`config.mk`:
```
export PLATFORM = sky130hd
export DESIGN_NAME = press_led_driver_flat
export DESIGN_NICKNAME = d
export VERILOG_FILES = /design/src/rtl/press_led_driver_if.sv /design/src/rtl/press_led_driver.sv /design/src/flat_wrapper.sv
export SDC_FILE = /design/constraint.sdc
export NUM_CORES = 1
export LEC_CHECK = 0
export ABC_AREA = 0
export BUFFER_PORTS_ARGS = -buffer_cell sky130_fd_sc_hd__clkbuf_2
export CORE_MARGIN = 5
export CORE_UTILIZATION = 45
export DETAILED_ROUTE_END_ITERATION = 10
export PLACE_DENSITY = 0.69
export SLEW_MARGIN = 20
export SYNTH_ARGS = -nofsm -noshare
export SYNTH_HDL_FRONTEND = slang
export SYNTH_SLANG_ARGS = --single-unit
```
`constraint.sdc`:
```
create_clock -name clk -period 5.7 [get_ports clk]
set_clock_uncertainty 0.1 [all_clocks]
set_input_delay 0.57 -clock clk [delete_from_list [all_inputs] [get_ports clk]]
set_output_delay 0.57 -clock clk [all_outputs]
set_load 0.1 [all_outputs]
```
`src/rtl/press_led_driver_if.sv`:
```
// press_led_driver_if
//   Groups the event/status signals between the event sources and the LED driver.
//   Parameter PEND_W sets the width of pending_count.
//   event_pulse   : single-cycle event strobe into the driver
//   ovf_clr       : clears the sticky overflow flag
//   led_out       : registered LED drive
//   busy          : driver is showing a pulse or gap
//   pending_count : events queued but not yet displayed
//   overflow      : sticky, an event was dropped at saturation
//   Modports: master = event source side, slave = LED driver side.
interface press_led_driver_if #(
  parameter int PEND_W = 3
);
  logic              event_pulse;
  logic              ovf_clr;
  logic              led_out;
  logic              busy;
  logic [PEND_W-1:0] pending_count;
  logic              overflow;

  modport master (
    output event_pulse, ovf_clr,
    input  led_out, busy, pending_count, overflow
  );

  modport slave (
    input  event_pulse, ovf_clr,
    output led_out, busy, pending_count, overflow
  );
endinterface

```
`src/rtl/press_led_driver.sv`:
```
// press_led_driver
//   Turns single-cycle press/hit events into human-visible LED pulses: a held ON
//   period followed by a forced OFF gap. Events arriving mid-pulse are queued in a
//   saturating pending counter; a dropped event sets a sticky overflow flag.
//   Timing comes from a free-running prescaler that strobes a tick every
//   2^PRESCALE_W clocks.
// Parameters: PRESCALE_W, ON_TICKS (>=1), GAP_TICKS (>=1), PEND_W
// Ports:
//   clk : system clock, all state on posedge
//   rst : asynchronous, active-high reset
//   io  : press_led_driver_if.slave (event_pulse, ovf_clr in; led_out, busy,
//         pending_count, overflow out)
// Build option: LED_STRETCH_RETRIGGER_EN -- an event during ON restarts the ON
//   period instead of being queued; events during GAP still queue.
module press_led_driver #(
  parameter int PRESCALE_W = 17,
  parameter int ON_TICKS   = 8,
  parameter int GAP_TICKS  = 4,
  parameter int PEND_W     = 3
) (
  input logic                clk,
  input logic                rst,
  press_led_driver_if.slave  io
);

  localparam int TMAX = (ON_TICKS > GAP_TICKS) ? ON_TICKS : GAP_TICKS;
  localparam int TW   = $clog2(TMAX + 1);

  localparam logic [TW-1:0]     ON_LAST  = TW'(ON_TICKS - 1);
  localparam logic [TW-1:0]     GAP_LAST = TW'(GAP_TICKS - 1);
  localparam logic [PEND_W-1:0] PEND_MAX = '1;

  typedef enum logic [1:0] {
    ST_IDLE = 2'd0,
    ST_ON   = 2'd1,
    ST_GAP  = 2'd2
  } state_t;

  state_t              state, state_nx;
  logic [PRESCALE_W-1:0] presc;
  logic                tick;
  logic [TW-1:0]       tick_cnt, tick_cnt_nx;
  logic [PEND_W-1:0]   pend, pend_nx;
  logic                ovf, ovf_set;
  logic                led;
  logic                enq, deq;

  assign tick = &presc;

  always_comb begin
    state_nx    = state;
    tick_cnt_nx = tick_cnt;
    enq         = 1'b0;
    deq         = 1'b0;
    case (state)
      ST_IDLE: begin
        if (io.event_pulse) begin
          state_nx    = ST_ON;
          tick_cnt_nx = '0;
        end
      end
      ST_ON: begin
        if (tick) begin
          if (tick_cnt == ON_LAST) begin
            state_nx    = ST_GAP;
            tick_cnt_nx = '0;
          end else begin
            tick_cnt_nx = tick_cnt + TW'(1);
          end
        end
`ifdef LED_STRETCH_RETRIGGER_EN
        // Retrigger beats a coincident final tick: stay ON with a fresh count.
        if (io.event_pulse) begin
          state_nx    = ST_ON;
          tick_cnt_nx = '0;
        end
`else
        enq = io.event_pulse;
`endif
      end
      ST_GAP: begin
        if (tick && (tick_cnt == GAP_LAST)) begin
          tick_cnt_nx = '0;
          if (pend != '0) begin
            // Dequeue; a coincident event is queued in its place.
            state_nx = ST_ON;
            deq      = 1'b1;
            enq      = io.event_pulse;
          end else if (io.event_pulse) begin
            // Nothing queued: the coincident event is shown directly.
            state_nx = ST_ON;
          end else begin
            state_nx = ST_IDLE;
          end
        end else begin
          if (tick) begin
            tick_cnt_nx = tick_cnt + TW'(1);
          end
          enq = io.event_pulse;
        end
      end
      default: begin
        state_nx    = ST_IDLE;
        tick_cnt_nx = '0;
      end
    endcase
  end

  always_comb begin
    pend_nx = pend;
    ovf_set = 1'b0;
    if (enq && !deq) begin
      if (pend == PEND_MAX) begin
        ovf_set = 1'b1;
      end else begin
        pend_nx = pend + PEND_W'(1);
      end
    end else if (deq && !enq) begin
      pend_nx = pend - PEND_W'(1);
    end
  end

  always_ff @(posedge clk or posedge rst) begin
    if (rst) begin
      state    <= ST_IDLE;
      presc    <= '0;
      tick_cnt <= '0;
      pend     <= '0;
      ovf      <= 1'b0;
      led      <= 1'b0;
    end else begin
      state    <= state_nx;
      presc    <= presc + PRESCALE_W'(1);
      tick_cnt <= tick_cnt_nx;
      pend     <= pend_nx;
      led      <= (state_nx == ST_ON);
      if (ovf_set) begin
        ovf <= 1'b1;
      end else if (io.ovf_clr) begin
        ovf <= 1'b0;
      end
    end
  end

  assign io.led_out       = led;
  assign io.busy          = (state != ST_IDLE);
  assign io.pending_count = pend;
  assign io.overflow      = ovf;

endmodule

```
`src/flat_wrapper.sv`:
```
// flat-port wrapper written by rule: the top's interface ports become plain ports
module press_led_driver_flat 
#(
  parameter int PRESCALE_W = 17,
  parameter int ON_TICKS   = 8,
  parameter int GAP_TICKS  = 4,
  parameter int PEND_W     = 3
)
  (clk, rst, io_event_pulse, io_ovf_clr, io_led_out, io_busy, io_pending_count, io_overflow);
  press_led_driver_if #(.PEND_W(PEND_W)) io_i ();
  input logic clk;
  input logic rst;
  input wire logic [$bits(io_i.event_pulse)-1:0] io_event_pulse;
  input wire logic [$bits(io_i.ovf_clr)-1:0] io_ovf_clr;
  output wire logic [$bits(io_i.led_out)-1:0] io_led_out;
  output wire logic [$bits(io_i.busy)-1:0] io_busy;
  output wire logic [$bits(io_i.pending_count)-1:0] io_pending_count;
  output wire logic [$bits(io_i.overflow)-1:0] io_overflow;
  assign io_i.event_pulse = io_event_pulse;
  assign io_i.ovf_clr = io_ovf_clr;
  assign io_led_out = io_i.led_out;
  assign io_busy = io_i.busy;
  assign io_pending_count = io_i.pending_count;
  assign io_overflow = io_i.overflow;
  press_led_driver #(.PRESCALE_W(PRESCALE_W), .ON_TICKS(ON_TICKS), .GAP_TICKS(GAP_TICKS), .PEND_W(PEND_W)) u_core (.clk(clk), .rst(rst), .io(io_i));
endmodule
```
==> metrics.md <==
| Metric | Value |
|---|---|
| Crit start category | `register` |
| Via/cell ratio | `5.43` |
| Pin count of the biggest net entering global routing | `29` |
| Post-synthesis sequential area ratio | `0.465` |
| Core area | `3280 um^2` |
| FF-to-FF End | `u_core.io.pending_count[1]$_DFFE_PP0P_` |
| Setup TNS | `0 ns` |
| TritonCTS clock tree | `built` |
| Cell Int Power | `approximately 0.33 mW` |
| Max stage delay cell, worst path | `nor4_2` |
| CTS buffer count | `3` |
| Initial antenna violation count | `0` |
| MaxCap Viol Count | `0` |
| Worst slew margin | `0.620` |
| Post-CTS setup buffer count | `0` |
| YS warnings | `0` |
| Post-Syn Area | `1510 um^2` |
| Final setup fails | `0` |
| Setup WS post-layout | `2.54 ns` |
| Mapped Cells | `143` |
| Nets@finish | `165` |
| FF-to-FF setup slack | `2.54 ns` |
| Antenna Nets Post-Route | `0` |
| Synth cell types | `44` |
| CP Data Arrival Time | `3.28 ns` |
| Clock power share | `0.119` |
| Final Core Density | `0.487` |
| RSZ-0062 raised after global routing | `false` |
| Ant diodes | `0` |
| DPL Wire Length | `1900 um` |
| WP buf/inv | `0` |
| CTS hold repair buffers | `0` |
| Syn avg cell area | `10.5 um^2` |
| Setup Slack @ Placement | `around 2.6 ns` |
| Vias | `1070` |
| Pwr Total | `0.653 mW` |
| Status | `complete, no violations` |
| Initial DRC count | `120` |
| Chip width | `67.9 um` |
| Drt drc | `0` |
| Hold/Removal Path Class | `in -> async` |
| CTS clk-pin slew, worst paths | `0.14 ns` |
| Ys flop type | `dfrtp_1` |
| Synth Register Bits | `28` |
| Htree depth | `1` |
| Most common cell after layout, fill and taps aside | `dfrtp_1` |
| Register share of total power | `0.403` |
| Crit path max-delay family | `simple AND/OR/NAND/NOR gates` |
| PortBufs | `9` |
| 1st-pass router iterations | `4` |
| Crit-path cells | `ha_1 -> nand3_1 -> nor4_2 -> and3_1 -> ha_1 -> nand4bb_1 -> a22o_2 -> nand3_1 -> fa_1 -> a32o_1` |
| Asr flop ratio synth | `1.00` |
| Worst EP required | `5.82 ns` |
| Reg-to-Reg Start | `u_core.presc[0]$_DFF_PP0_` |
| Sw frac | `0.493` |
| Period utilisation layout | `0.554` |
| GPL Wtd Cong | `between 0.8 and 0.9` |
| Area Overhead vs Synth | `6.15%` |
| Max FO, Critical Path | `5` |
| Post-CTS sizing | `0` |
| Number of global-route vias before repair | `1093` |
| Post-synth EDFFs | `0` |
| Max-slew violation count | `0` |
| Most frequent cells in the layout | `28 x dfrtp_1, 12 x nand3_1, 10 x nand2_1, 9 x clkbuf_2, 8 x inv_1` |
| Avg WL per Cell | `12.7 um` |
| CP peak stage delay | `0.45 ns` |
| Worst slew pin tran | `~0.57 ns` |
| CTS Buffer Depth | `2` |
| Routed WL | `2500 um` |
| Final hold violation count | `0` |
| Die area | `4600 um^2` |
| P_sw | `0.322 mW` |
| Clk_lat worst skew | `around 0.32 ns` |
| Min Tclk post-route | `3.16 ns` |
| Power per cell area | `between 400 and 500 nW/um^2` |
| Worst Setup End Kind | `register` |
| Layout cells sized above 1 | `0.139` |
| First-pass GRT wire length | `4570 um` |
| Worst r2r path cells | `10` |
| Syn nets | `around 160` |
| Leakage power | `0.751 nW` |
| Crit path kind | `reg -> reg` |
| Gr ovfl total | `0` |
| F_max | `317 MHz` |
| I/O pin total | `10` |
| Combinational fraction of design power | `0.478` |
| Starting Density | `0.459` |
| Root buffer cell | `clkbuf_4` |
| CTS Sinks | `28` |
| Worst vdd ir | `0.168 mV` |
| Overall Global Routing Usage | `0.130` |
| # rows | `21` |
| Die Ht | `67.9 um` |
==> power by group through the flow <==
stage	registers [mW]	clock network (mW)	logic, mW
final	0.263	0.0778	0.312
after global routing	0.269	0.0894	0.339
after CTS	0.263	0.0802	0.314
after detailed placement	0.267	0	0.313
after global placement	0.265	0	0.306
after floorplan	0.357	0	0.179
==> worst reg2reg max path, delay by kind of cell, from the launching register on <==
kind                       cells  cell delay (ns)
and+or+nand+nor                5             1.17
adders and majority gates      3             0.83
DFF                            1             0.41
AOI/OAI and AO/OA              2             0.54
==> per-layer routing <==
metal  GRT usage  share of wire
met1       0.158           0.45
met2       0.227           0.50
met3      0.0296          0.033
met4      0.0447          0.014
met5           0              0
==> registers in the layout, summed over array words and instances (netlist names) <==
signal	cells
u_core.state	2
u_core.tick_cnt	4
u_core.presc	17
u_core.io.overflow	1
u_core.io.pending_count	3
u_core.io.led_out	1
==> cell usage after synthesis, drive strengths merged, types with 3 or more instances <==
cell	number	share of area
a21o	3	0.015
a21oi	6	0.020
a22o	3	0.018
clkbuf	3	0.014
dfrtp	28	0.47
ha	7	0.058
inv	9	0.022
nand2	10	0.025
nand3	12	0.040
nor2	6	0.015
nor3	5	0.017
nor4	4	0.021
o21ai	5	0.019
xnor2	7	0.041
xor2	7	0.041
==> per-stage QoR <==
stage | instance area, um^2 | cells | hold slack (ns)
2_1_floorplan | 1510 | 143 | 0.337
3_5_place_dp | 1580 | 194 | 0.359
4_1_cts | 1600 | 197 | 0.351
5_1_grt | 1600 | 197 | 0.210
3_3_place_gp | 1580 | 194 | 0.355
6_report | 1600 | 197 | 0.170
==> layout make-up <==
| cell class | instances | area (um^2) |
|---|---|---|
| fill | 303 | 1690 |
| sequential | 28 | 701 |
| inverter | 9 | 33.8 |
| timing repair buffer | 9 | 45.0 |
| multi-input combinational | 102 | 739 |
| clock buffer | 3 | 22.5 |
| tap | 46 | 57.6 |
==> worst max path at each step <==
stage | startpoint | end | slack [ns] | depth (start not counted)
6_report | u_core.presc[0]$_DFF_PP0_ | u_core.io.pending_count[1]$_DFFE_PP0P_ | 2.54 | 10
2_1_floorplan | u_core.presc[0]$_DFF_PP0_ | u_core.io.pending_count[1]$_DFFE_PP0P_ | 2.80 | 10
4_1_cts | u_core.presc[0]$_DFF_PP0_ | u_core.io.pending_count[1]$_DFFE_PP0P_ | 2.55 | 10
3_5_place_dp | u_core.presc[0]$_DFF_PP0_ | u_core.io.pending_count[1]$_DFFE_PP0P_ | 2.59 | 10
5_1_grt | u_core.presc[0]$_DFF_PP0_ | u_core.io.pending_count[1]$_DFFE_PP0P_ | 2.32 | 10
3_3_place_gp | u_core.presc[0]$_DFF_PP0_ | u_core.io.pending_count[1]$_DFFE_PP0P_ | 2.68 | 10
==> kinds of logic after synthesis <==
family | Yosys count | synth area share
AO/OA/AOI/OAI | 28 | 0.135
buffers and inverters | 13 | 0.0440
multiplexers | 3 | 0.0216
AND/OR/NAND/NOR | 49 | 0.181
flip-flops | 28 | 0.465
adder cells (fa/ha/maj) | 8 | 0.0714
XOR/XNOR | 14 | 0.0814
Power figures use the tool's default switching activity.
